### src/rtl/linepack_pkg.sv
// Shared line geometry and state encodings for the line-FIFO packer.
// The detector imports the same geometry so both ends agree on words per line.
package linepack_pkg;

   typedef enum logic [1:0] {
      ST_IDLE = 2'd0,
      ST_PACK = 2'd1,
      ST_PAD  = 2'd2,
      ST_SKIP = 2'd3
   } state_e;

   localparam int PixPerWord      = 16;
   localparam int WordsPerLineDef = 21;

   function automatic logic [15:0] sat_inc16(input logic [15:0] v);
      return (v == 16'hFFFF) ? v : v + 16'd1;
   endfunction

endpackage

### src/rtl/linepack_acc.sv
// Byte-lane accumulator: collects pixels into a 128-bit word, lane index in pixidx.
// word_o is the word as it would be with pix_i placed at the current lane.
module linepack_acc
   import linepack_pkg::*;
(
   input  logic         clk_i,
   input  logic         rst_i,
   input  logic         start_i,
   input  logic         wr_i,
   input  logic [7:0]   pix_i,
   output logic         last_o,
   output logic [127:0] word_o
);

   localparam logic [3:0] LastIdx = 4'(PixPerWord - 1);

   logic [127:0] acc_q, acc_d;
   logic [3:0]   idx_q, idx_d;

   always_comb begin
      word_o = acc_q;
      word_o[{idx_q, 3'b000} +: 8] = pix_i;
   end

   assign last_o = (idx_q == LastIdx);

   always_comb begin
      acc_d = acc_q;
      idx_d = idx_q;
      if (start_i) begin
         acc_d[7:0] = pix_i;
         idx_d      = 4'd1;
      end else if (wr_i) begin
         acc_d = word_o;
         idx_d = idx_q + 4'd1;
      end else begin
         acc_d = acc_q;
         idx_d = idx_q;
      end
   end

   always_ff @(posedge clk_i or posedge rst_i) begin
      if (rst_i) begin
         acc_q <= 128'd0;
         idx_q <= 4'd0;
      end else begin
         acc_q <= acc_d;
         idx_q <= idx_d;
      end
   end

endmodule

### src/rtl/linepack.sv
// Packs 8-bit pixels into 128-bit words and writes exactly WordsPerLine words per
// line to the line FIFO, zero-padding aborted or overflowed lines.
module linepack
   import linepack_pkg::*;
#(
   parameter int WordsPerLine = WordsPerLineDef
) (
   input  logic         clk,
   input  logic         reset,
   input  logic [7:0]   pixdata,
   input  logic         pixvalid,
   input  logic         linestart,
   input  logic         wrfull,
   output logic         wrfifo,
   output logic [127:0] wrdata,
   output logic [15:0]  linecount,
   output logic [15:0]  dropcount,
   output logic [1:0]   stateoutput
);

   localparam logic [7:0] WplFull = 8'(WordsPerLine);
   localparam logic [7:0] WplLast = 8'(WordsPerLine - 1);

   state_e        state_q, state_d;
   logic [127:0]  wrdata_q, wrdata_d;
   logic          pending_q, pending_d;
   logic [7:0]    wordcnt_q, wordcnt_d;
   logic [15:0]   linecount_q, linecount_d;
   logic [15:0]   dropcount_q, dropcount_d;
   logic          skipnext_q, skipnext_d;

   logic          wr_s, can_load_s, pix_ls_s, pix_nls_s;
   logic          acc_start_s, acc_wr_s, acc_last_s;
   logic [127:0]  acc_word_s;
   logic          load_data_s, load_zero_s, clr_wordcnt_s;
   logic          inc_line_s, inc_drop_s, set_skip_s, clr_skip_s;

   assign wr_s       = pending_q & ~wrfull;
   // A word may load when the slot is free or is being emptied at this same edge.
   assign can_load_s = ~pending_q | wr_s;
   assign pix_ls_s   = pixvalid & linestart;
   assign pix_nls_s  = pixvalid & ~linestart;

   linepack_acc u_acc (
      .clk_i   (clk),
      .rst_i   (reset),
      .start_i (acc_start_s),
      .wr_i    (acc_wr_s),
      .pix_i   (pixdata),
      .last_o  (acc_last_s),
      .word_o  (acc_word_s)
   );

   always_ff @(posedge clk or posedge reset) begin
      if (reset) state_q <= ST_IDLE;
      else       state_q <= state_d;
   end

   always_comb begin
      state_d       = state_q;
      acc_start_s   = 1'b0;
      acc_wr_s      = 1'b0;
      load_data_s   = 1'b0;
      load_zero_s   = 1'b0;
      clr_wordcnt_s = 1'b0;
      inc_line_s    = 1'b0;
      inc_drop_s    = 1'b0;
      set_skip_s    = 1'b0;
      clr_skip_s    = 1'b0;
      case (state_q)
         ST_IDLE, ST_SKIP: begin
            if (pix_ls_s) begin
               acc_start_s   = 1'b1;
               clr_wordcnt_s = 1'b1;
               state_d       = ST_PACK;
            end else begin
               state_d = state_q;
            end
         end
         ST_PACK: begin
            if (pix_ls_s) begin
               inc_drop_s = 1'b1;
               set_skip_s = 1'b1;
               state_d    = ST_PAD;
            end else if (pix_nls_s) begin
               acc_wr_s = 1'b1;
               if (acc_last_s && can_load_s) begin
                  load_data_s = 1'b1;
                  if (wordcnt_q == WplLast) begin
                     inc_line_s = 1'b1;
                     state_d    = ST_IDLE;
                  end else begin
                     state_d = ST_PACK;
                  end
               end else if (acc_last_s) begin
                  inc_drop_s = 1'b1;
                  state_d    = ST_PAD;
               end else begin
                  state_d = ST_PACK;
               end
            end else begin
               state_d = ST_PACK;
            end
         end
         ST_PAD: begin
            if (wordcnt_q == WplFull) begin
               clr_skip_s = 1'b1;
               if (skipnext_q || pix_ls_s) begin
                  inc_drop_s = 1'b1;
                  state_d    = ST_SKIP;
               end else begin
                  state_d = ST_IDLE;
               end
            end else begin
               set_skip_s  = pix_ls_s;
               load_zero_s = can_load_s;
               state_d     = ST_PAD;
            end
         end
         default: state_d = ST_IDLE;
      endcase
   end

   always_comb begin
      wrfifo      = wr_s;
      stateoutput = state_q;
      wrdata      = wrdata_q;
      linecount   = linecount_q;
      dropcount   = dropcount_q;
   end

   always_comb begin
      wrdata_d    = wrdata_q;
      pending_d   = pending_q;
      wordcnt_d   = wordcnt_q;
      linecount_d = inc_line_s ? sat_inc16(linecount_q) : linecount_q;
      dropcount_d = inc_drop_s ? sat_inc16(dropcount_q) : dropcount_q;
      skipnext_d  = set_skip_s ? 1'b1 : (clr_skip_s ? 1'b0 : skipnext_q);
      if (load_data_s || load_zero_s) begin
         wrdata_d  = load_data_s ? acc_word_s : 128'd0;
         pending_d = 1'b1;
         wordcnt_d = wordcnt_q + 8'd1;
      end else if (wr_s) begin
         pending_d = 1'b0;
      end else begin
         pending_d = pending_q;
      end
      if (clr_wordcnt_s) wordcnt_d = 8'd0;
      else               wordcnt_d = wordcnt_d;
   end

   always_ff @(posedge clk or posedge reset) begin
      if (reset) begin
         wrdata_q    <= 128'd0;
         pending_q   <= 1'b0;
         wordcnt_q   <= 8'd0;
         linecount_q <= 16'd0;
         dropcount_q <= 16'd0;
         skipnext_q  <= 1'b0;
      end else begin
         wrdata_q    <= wrdata_d;
         pending_q   <= pending_d;
         wordcnt_q   <= wordcnt_d;
         linecount_q <= linecount_d;
         dropcount_q <= dropcount_d;
         skipnext_q  <= skipnext_d;
      end
   end

endmodule

### config.mk
export PLATFORM = sky130hd
export DESIGN_NAME = linepack
export DESIGN_NICKNAME = d
export VERILOG_FILES = /design/src/rtl/linepack_pkg.sv /design/src/rtl/linepack_acc.sv /design/src/rtl/linepack.sv
export SDC_FILE = /design/constraint.sdc
export NUM_CORES = 1
export LEC_CHECK = 0
export ABC_CLOCK_PERIOD_IN_PS = 6550
export CORE_MARGIN = 1.5
export CORE_UTILIZATION = 56
export DETAILED_ROUTE_END_ITERATION = 8
export PLACE_DENSITY_LB_ADDON = 0.25
export RECOVER_POWER = 25
export SYNTH_ARGS = -nofsm -noshare
export SYNTH_HDL_FRONTEND = slang
export SYNTH_HIERARCHICAL = 1
export SYNTH_SLANG_ARGS = --single-unit
### constraint.sdc
create_clock -name clk -period 6.55 [get_ports clk]
set_input_delay 0.9825 -clock clk [delete_from_list [all_inputs] [get_ports clk]]
set_output_delay 0.9825 -clock clk [all_outputs]
set_load 0.01 [all_outputs]
; Word level (Yosys, flattened, before mapping)
; Cells that the tools add are included.
[totals]
regBits = 304
inputBits = 13
output_inout_bits = 163
[classes]
n_addsub = 5
eq_ne = 9
n_shift = 2
n_mux = 48
n_bitwise = 10
reduce_logical = 12
[op_table]
columns = op, n
row1 = 128-bit bitwise mux, 1
row2 = 128-bit two-way mux, 1
row3 = 8-bit by 9-bit variable shift with 128-bit output (first input constant), 1
row4 = 8-bit by 9-bit variable part select with 128-bit output, 1
row5 = 16-bit by 1-bit adder with 16-bit output (second input constant), 2
row6 = 16-bit equality test (second input constant), 2
row7 = 8-bit two-way mux, 4
row8 = 1-bit two-way mux, 30
row9 = 8-bit by 5-bit equality test with 1-bit output (second input constant), 2
row10 = 2-bit two-way mux, 7
row11 = 7-bit negation with 9-bit output, 1
row12 = 8-bit by 1-bit adder with 8-bit output (second input constant), 1
row13 = 4-bit two-way mux, 2
row14 = 2-bit nonzero test, 4
row15 = 1-bit NOT, 6
row16 = 2-bit one-hot mux with 3 select lines, 1
row17 = 2-bit AND reduction, 3
row18 = 4-bit by 1-bit adder with 4-bit output (second input constant), 1
row19 = 2-bit equality test (second input constant), 2
row20 = 4-bit equality test (second input constant), 1
row21 = 1-bit one-hot mux with 2 select lines, 2
row22 = 1-bit AND, 3
row23 = 2-bit by 1-bit equality test with 1-bit output (second input constant), 1
row24 = 2-bit zero test, 1
row25 = 5 further kinds, 6

; Longest topological paths before layout
; Gate-level depths: netlist (run 1).
[logic_depth]
depth_word = 11
depth_mapped = 11
ltp_nobuf = 8

; Modules after synthesis
; The synthesis (run 1) kept the hierarchy.
[by_module_without_submodules]
columns = module, n_inst, cells_each, area_per_inst_um2
row1 = linepack_acc, 1, 551, 7235.7
row2 = linepack, 1, 495, 6716.4

; Worst setup path after synthesis (run 1)
; No wires, ideal clock.
[synth_path]
path_kind = input port to flip-flop
from = input port linestart
to = register u_acc.acc_q[56]
setup_ps = 125
t_arrival_ps = 2599
t_required_ps = 6425
setup_slack_ps = 3826
path_stages = 7
path_buffers = 2
cell_sequence = nand2_1 nor2_1 buf_2 nor2b_1 buf_4 a31oi_2 mux2_2
[synth_via]
word_cells_on_any_way = 10
cone_classes = mux (5) / bitwise (4) / reduce/logical (1)
[synth_rtl]
columns = item, line_no
row1 = start: declaration, linepack.sv:12  ; input logic linestart,
row2 = 1-bit AND, linepack.sv:41  ; assign pix_ls_s = pixvalid & linestart;
row3 = 1-bit two-way mux, linepack.sv:72  ; if (pix_ls_s) begin
row4 = 1-bit two-way mux, linepack.sv:70  ; case (state_q)
row5 = via acc_start_s, linepack.sv:33  ; logic acc_start_s, acc_wr_s, acc_last_s;
row6 = 1-bit NOT (no line), -
row7 = 2-bit AND reduction (no line), -
row8 = end signal: assignment, linepack_acc.sv:44  ; acc_q <= 128'd0;
row9 = end signal: assignment, linepack_acc.sv:47  ; acc_q <= acc_d;
row10 = end: declaration, linepack_acc.sv:17  ; logic [127:0] acc_q, acc_d;
; The timed path passes the listed nets, and every way through them passes these cells.
; A chain may end at the register's enable or synchronous reset.

==> flow_metrics.env, run 1 <==
export IMPL_gp_congestion=0.841
export IMPL_wl_met1_um=14800
export IMPL_syn_area_per_cell_um2=13.3
export IMPL_clk_pin_slew_worst_paths_ps=60
export IMPL_track_usage_pct=25.3
export IMPL_cts_setup_buffers=0
export IMPL_ys_seq_area_share_pct=54.5
export IMPL_portBuffers=175
export IMPL_ys_ff_latch=304
export IMPL_synth_distinct_cells=71
export IMPL_p_leak_uw=0.00805
export IMPL_syn_nets=1070
export IMPL_dr_first_iter_drc_count=474
export IMPL_clock_latency_ps=500
export IMPL_die_w_um=161
export IMPL_p_total_uw=5500
export IMPL_clockBufferDepth=3
export IMPL_reg2reg_slack_ps=3140
export IMPL_numCtsBuffers=34
export IMPL_dpl_cell_count=1499
export IMPL_finalSetupViolCount=0
export IMPL_placementRows=57
export IMPL_syn_area_um2=14000
export IMPL_reg2reg_from="stateoutput[1]$_DFFE_PP0P_"
export IMPL_p_int_uw=3900
export IMPL_r2r_end="u_acc/acc_q[10]$_DFFE_PP0P_"
export IMPL_critical_path_class="in2async"
export IMPL_ff2ff_path_depth=7
export IMPL_finalHoldViolations=0
export IMPL_grt_pass1_vias=9544
export IMPL_antenna_cells=0
export IMPL_synth_edf_count=0
export IMPL_start_util_pct=57.2
export IMPL_power_density_nw_per_um2=321
export IMPL_hpwlAfterDp_um=20600
export IMPL_endpoint="wrdata[14]$_DFFE_PP0P_"
export IMPL_hold_buffers=0
export IMPL_min_delay_path_class="reg2reg"
export IMPL_seqPwrFrac_pct=41.2
export IMPL_p_sw_uw=1600
export IMPL_grt_overflow=0
export IMPL_cp_start_kind="primary input"
export IMPL_cp_data_arrival_time_ps=4410
export IMPL_wl_per_cell_um=20.8
export IMPL_clock_power_share_pct=35.3
export IMPL_violations="capacitance limit, slew limit"
export IMPL_slew_viol_final=136
export IMPL_dr_wl_met3_um=1630
export IMPL_crit_path_start="reset"
export IMPL_yosys_warnings=6
export IMPL_cts_root_buffer="clkbuf_16"
export IMPL_drv_cap=2
export IMPL_p_sw_share_pct=29.1
export IMPL_rsz0062_at_grt="no"
export IMPL_first_pass_iters=7
export IMPL_grt_pass1_wl_um=52000
export IMPL_worstMarginPinSlew_ps=3280
export IMPL_top_layer="met4"
export IMPL_drc=0
export IMPL_io_pin_count=176
export IMPL_synth_main_ff_cell="dfrtp_1"
export IMPL_worst_clock_skew_ps=9.96
export IMPL_finalNonFillerCells=1556
export IMPL_max_slew_margin_rel_pct=-120
export IMPL_grt_max_degree=91
export IMPL_vias_per_cell=5.98
export IMPL_fin_nets=1235
export IMPL_vias=9311
export IMPL_htree_levels=2
export IMPL_syn_inst=1046
export IMPL_fin_crit_ps=3890
export IMPL_post_route_cells_drive_above_1_share_pct=29.3
export IMPL_timing_fmax_ghz=0.257
export IMPL_tritoncts="yes"
export IMPL_area_delta_synth_final_pct=22.7
export IMPL_synthArstFlopShare_pct=100
export IMPL_final_setup_tns_ps=0
export IMPL_wl_met2_um=15400
export IMPL_die_h_um=161
export IMPL_worst_ir_drop_vdd_uv=218
export IMPL_cp_max_fo=74
export IMPL_status="complete, but fails checks"
export IMPL_finalCritPeriodShare_pct=59.4
export IMPL_drt_antenna_violating_nets=0
export IMPL_layout_common_cells="304 x dfrtp_1, 244 x mux2_2, 152 x clkdlybuf4s50_1"
export IMPL_cp_required_ps=7070
export IMPL_grt_antenna_before_repair=0
export IMPL_combPwrFrac_pct=23.6
export IMPL_dieArea_um2=25900
export IMPL_drt_wl_total_um=32400
export IMPL_coreArea_um2=24400
export IMPL_mostFrequentLayoutCell="dfrtp_1"
export IMPL_clock_sinks=304
export IMPL_post_cts_resized=0
export IMPL_critPathCaptureType="async pin"
[cells in the mapped netlist, types with 4 or more instances]
cell      number  area [um^2]
nor2_2         4         25.0
and4_1         4         35.0
o21ai_2        4         35.0
xnor2_1       30          263
ha_1          11          138
a21oi_1        5         25.0
xor2_1         6         52.6
dfrtp_1      304         7610
nor2b_1       22          138
nor2_1        23         86.3
and3_1        20          125
o21ai_0       12         60.1
and2_1        13         81.3
or3_1          4         25.0
nand2_1       34          128
inv_1         12         45.0
clkbuf_1      30          113
mux2_2       244         2750
buf_2         14         70.1
buf_1          9         33.8
nand3_1       27          135
mux2_4         8          120
a22o_1       128         1120
nand4_1       14         87.6
[final cells by class]
cell class | instances | area, um^2
clock buffer | 51 | 1110
clock inverter | 6 | 58.8
fill | 1695 | 7280
inverter | 12 | 47.5
multi-input combinational | 671 | 6040
sequential | 304 | 7610
tap | 324 | 405
timing repair buffer | 188 | 1850
[metal layers]
layer | vias up | track usage [%]
met3 | 58 | 4.52
met2 | 270 | 40.8
li1 | 4194 | -
met5 | - | 0
met1 | 4789 | 35.4
met4 | 0 | 6.94
[critical path, cell delays in order]
cell	delay (ps)
dlygate4sd3_1	580
clkinvlp_2	1830
buf_4	900
[worst min-delay path by stage]
stage | cells after the start | startpoint | end | slack, ps
detailed placement | 1 | linecount[12]$_DFFE_PP0P_ | linecount[12]$_DFFE_PP0P_ | 480
global placement | 1 | u_acc/acc_q[79]$_DFFE_PP0P_ | u_acc/acc_q[79]$_DFFE_PP0P_ | 460
CTS | 1 | linecount[12]$_DFFE_PP0P_ | linecount[12]$_DFFE_PP0P_ | 490
floorplan | 2 | u_acc/acc_q[69]$_DFFE_PP0P_ | u_acc/acc_q[69]$_DFFE_PP0P_ | 450
finish | 1 | linecount[12]$_DFFE_PP0P_ | linecount[12]$_DFFE_PP0P_ | 490
global route | 1 | wrdata[126]$_DFFE_PP0P_ | wrdata[126]$_DFFE_PP0P_ | 500
[power groups by stage]
stage	clock [uW]	sequential [uW]	combinational (uW)
global route	2050	2300	1410
CTS	1970	2260	1300
floorplan	0	2230	1020
detailed placement	0	2290	1280
finish	1940	2260	1300
global placement	0	2270	1250
[logic make-up (layout without fill, tap and decap cells)]
group	after synthesis	count (layout)	synth area share, %
AOI/OAI and AO/OA	179	179	11.3
xor gates and xnor gates	36	36	2.26
adders and majority gates	11	11	0.986
buffers and inverters	71	257	2.25
DFF	304	304	54.5
muxes	255	255	20.8
and+or+nand+nor	190	190	7.91
[sequential cells by signal, indices dropped and copies added (netlist names)]
signal       flops
skipnext_q       1
wordcnt_q        8
pending_q        1
wrdata         128
stateoutput      2
u_acc/acc_q    128
linecount       16
dropcount       16
u_acc/idx_q      4
[stage by stage]
stage	hold WS, ps	util (%)	area [um^2]	setup WS [ps]
global placement	463	65.4	16000	2480
CTS	489	70.2	17100	2870
global route	504	70.2	17100	2030
finish	488	70.2	17100	2660
floorplan	450	-	14000	907
detailed placement	478	65.4	16000	2350
Power figures use the tool's default switching activity.
==> run 2: changes to the inputs <==
- ABC_CLOCK_PERIOD_IN_PS: 6550 -> 4000
- clock period: 6.55 -> 4 ns (I/O delays scaled with it)
==> flow_metrics.env, run 2 (synthesis results as in run 1) <==
export IMPL_hold_buffers=0
export IMPL_status="complete, but fails checks"
export IMPL_critPathCaptureType="register"
export IMPL_final_fill_count=1683
export IMPL_fin_crit_ps=3230
export IMPL_power_density_nw_per_um2=533
export IMPL_multi_input_area_um2=6040
export IMPL_first_pass_iters=5
export IMPL_final_area_um2=17200
export IMPL_vias=9324
export IMPL_violations="capacitance limit, slew limit"
export IMPL_p_sw_uw=2650
export IMPL_start_util_pct=57.2
export IMPL_tritoncts="yes"
export IMPL_drt_antenna_violating_nets=0
export IMPL_post_route_cells_drive_above_1_share_pct=29.7
export IMPL_drc=0
export IMPL_worstMarginPinSlew_ps=1810
export IMPL_seqPwrFrac_pct=40.3
export IMPL_critical_path_class="reg2reg"
export IMPL_max_slew_margin_rel_pct=-20.7
export IMPL_clock_sinks=304
export IMPL_portBuffers=175
export IMPL_area_delta_synth_final_pct=23.4
export IMPL_cp_max_fo=23
export IMPL_reg2reg_from="u_acc/idx_q[0]$_DFFE_PP0P_"
export IMPL_numCtsBuffers=31
export IMPL_p_total_uw=9190
export IMPL_die_h_um=161
export IMPL_fin_util_pct=70.6
export IMPL_p_sw_share_pct=28.8
export IMPL_worst_ir_drop_vdd_uv=403
export IMPL_clock_power_share_pct=36.4
export IMPL_wl_per_cell_um=21.1
export IMPL_coreArea_um2=24400
export IMPL_cp_data_arrival_time_ps=3680
export IMPL_finalSetupViolCount=0
export IMPL_mostFrequentLayoutCell="dfrtp_1"
export IMPL_combPwrFrac_pct=23.3
export IMPL_finalCritPeriodShare_pct=80.9
export IMPL_drv_cap=3
export IMPL_grt_max_degree=73
export IMPL_cts_setup_buffers=0
export IMPL_layout_common_cells="304 x dfrtp_1, 244 x mux2_2, 174 x clkdlybuf4s50_1"
export IMPL_die_w_um=161
export IMPL_grt_antenna_before_repair=0
export IMPL_rsz0062_at_grt="no"
export IMPL_hold_path_startpoint="u_acc/acc_q[69]$_DFFE_PP0P_"
export IMPL_grt_pass1_wl_um=53600
export IMPL_clock_latency_ps=560
export IMPL_placementRows=57
export IMPL_hold_path_depth=2
export IMPL_worst_clock_skew_ps=10.7
export IMPL_finalHoldViolations=0
export IMPL_slew_viol_final=211
export IMPL_timing_fmax_ghz=0.309
export IMPL_r2r_end="wrdata[21]$_DFFE_PP0P_"
export IMPL_cp_required_ps=4440
export IMPL_clockBufferDepth=3
export IMPL_dieArea_um2=25900
export IMPL_io_pin_count=176
export IMPL_clk_pin_slew_worst_paths_ps=60
export IMPL_drt_wl_total_um=33000
export IMPL_cp_start_kind="register"
export IMPL_reg2reg_slack_ps=770
export IMPL_htree_levels=1
export IMPL_hold_end="u_acc/acc_q[69]$_DFFE_PP0P_"
export IMPL_hpwlAfterDp_um=21400
export IMPL_p_int_uw=6540
export IMPL_cts_root_buffer="clkbuf_16"
export IMPL_gp_congestion=0.876
export IMPL_min_delay_path_class="reg2reg"
export IMPL_vias_per_cell=5.95
export IMPL_track_usage_pct=25.9
export IMPL_seqCellArea_um2=7610
export IMPL_grt_overflow=0
export IMPL_grt_pass1_vias=9591
export IMPL_fin_nets=1242
export IMPL_p_leak_uw=0.00800
export IMPL_final_setup_tns_ps=0
export IMPL_post_cts_resized=0
export IMPL_dr_first_iter_drc_count=594
export IMPL_ff2ff_path_depth=7
export IMPL_post_dp_cell_area_um2=16100
[run 2: cell types whose count changed in the layout (fill, tap and decap cells not counted), sizes merged]
cell           before  now
buf                13   19
bufinv              1   10
clkbuf             51   39
dlygate4sd3        23    1
clkdlybuf4s50     152  174
clkinvlp            2    8
inv                11   12
diode               0    1
[run 2: worst max path at each step]
stage,start,end,slack (ps),depth (start not counted)
3_3_place_gp,linestart,wrdata[28]$_DFFE_PP0P_,910,6
4_1_cts,u_acc/idx_q[0]$_DFFE_PP0P_,wrdata[18]$_DFFE_PP0P_,790,7
6_report,u_acc/idx_q[0]$_DFFE_PP0P_,wrdata[21]$_DFFE_PP0P_,770,7
3_5_place_dp,linestart,wrdata[26]$_DFFE_PP0P_,830,6
2_1_floorplan,reset,dropcount[0]$_DFFE_PP0P_,1200,1
5_1_grt,reset,wrdata[74]$_DFFE_PP0P_,450,3
[run 2: critical path, cell delays in order (launching register included)]
cell and delay (ps):
dfrtp_1 770, inv_1 100, ha_1 390, nor2_1 420, nand3_1 250, a21boi_2 560
mux2_2 410, a22o_1 210
[run 2: cell type report]
cell class,count,area share [%]
antenna,1,0.0145
tap,324,2.35
timing repair buffer,198,11.2
sequential,304,44.2
multi-input combinational,671,35.1
inverter,12,0.276
clock buffer,35,4.71
clock inverter,22,2.22
[run 2: per-stage QoR]
stage               setup slack (ps)  hold slack (ps)  std cells
finish                           766              493       1567
global route                     446              509       1566
CTS                              790              493       1566
detailed placement               833              473       1509
global placement                 914              461       1509
floorplan                       1200              450       1046
[run 2: routing by layer]
layer | track usage (%) | vias up | part of all wire [%]
li1 | - | 4203 | -
met2 | 40.4 | 257 | 47
met5 | 0 | - | 0
met4 | 6.57 | 0 | 2.1
met3 | 4.21 | 58 | 5.3
met1 | 38.1 | 4806 | 46
[run 2: power groups by stage]
| stage | registers, uW | logic, uW | clock network [uW] |
|---|---|---|---|
| 2_1_floorplan | 3650 | 1670 | 0 |
| 4_1_cts | 3700 | 2150 | 3390 |
| 5_1_grt | 3750 | 2320 | 3530 |
| 3_5_place_dp | 3750 | 2120 | 0 |
| 6_report | 3700 | 2140 | 3350 |
| 3_3_place_gp | 3720 | 2070 | 0 |
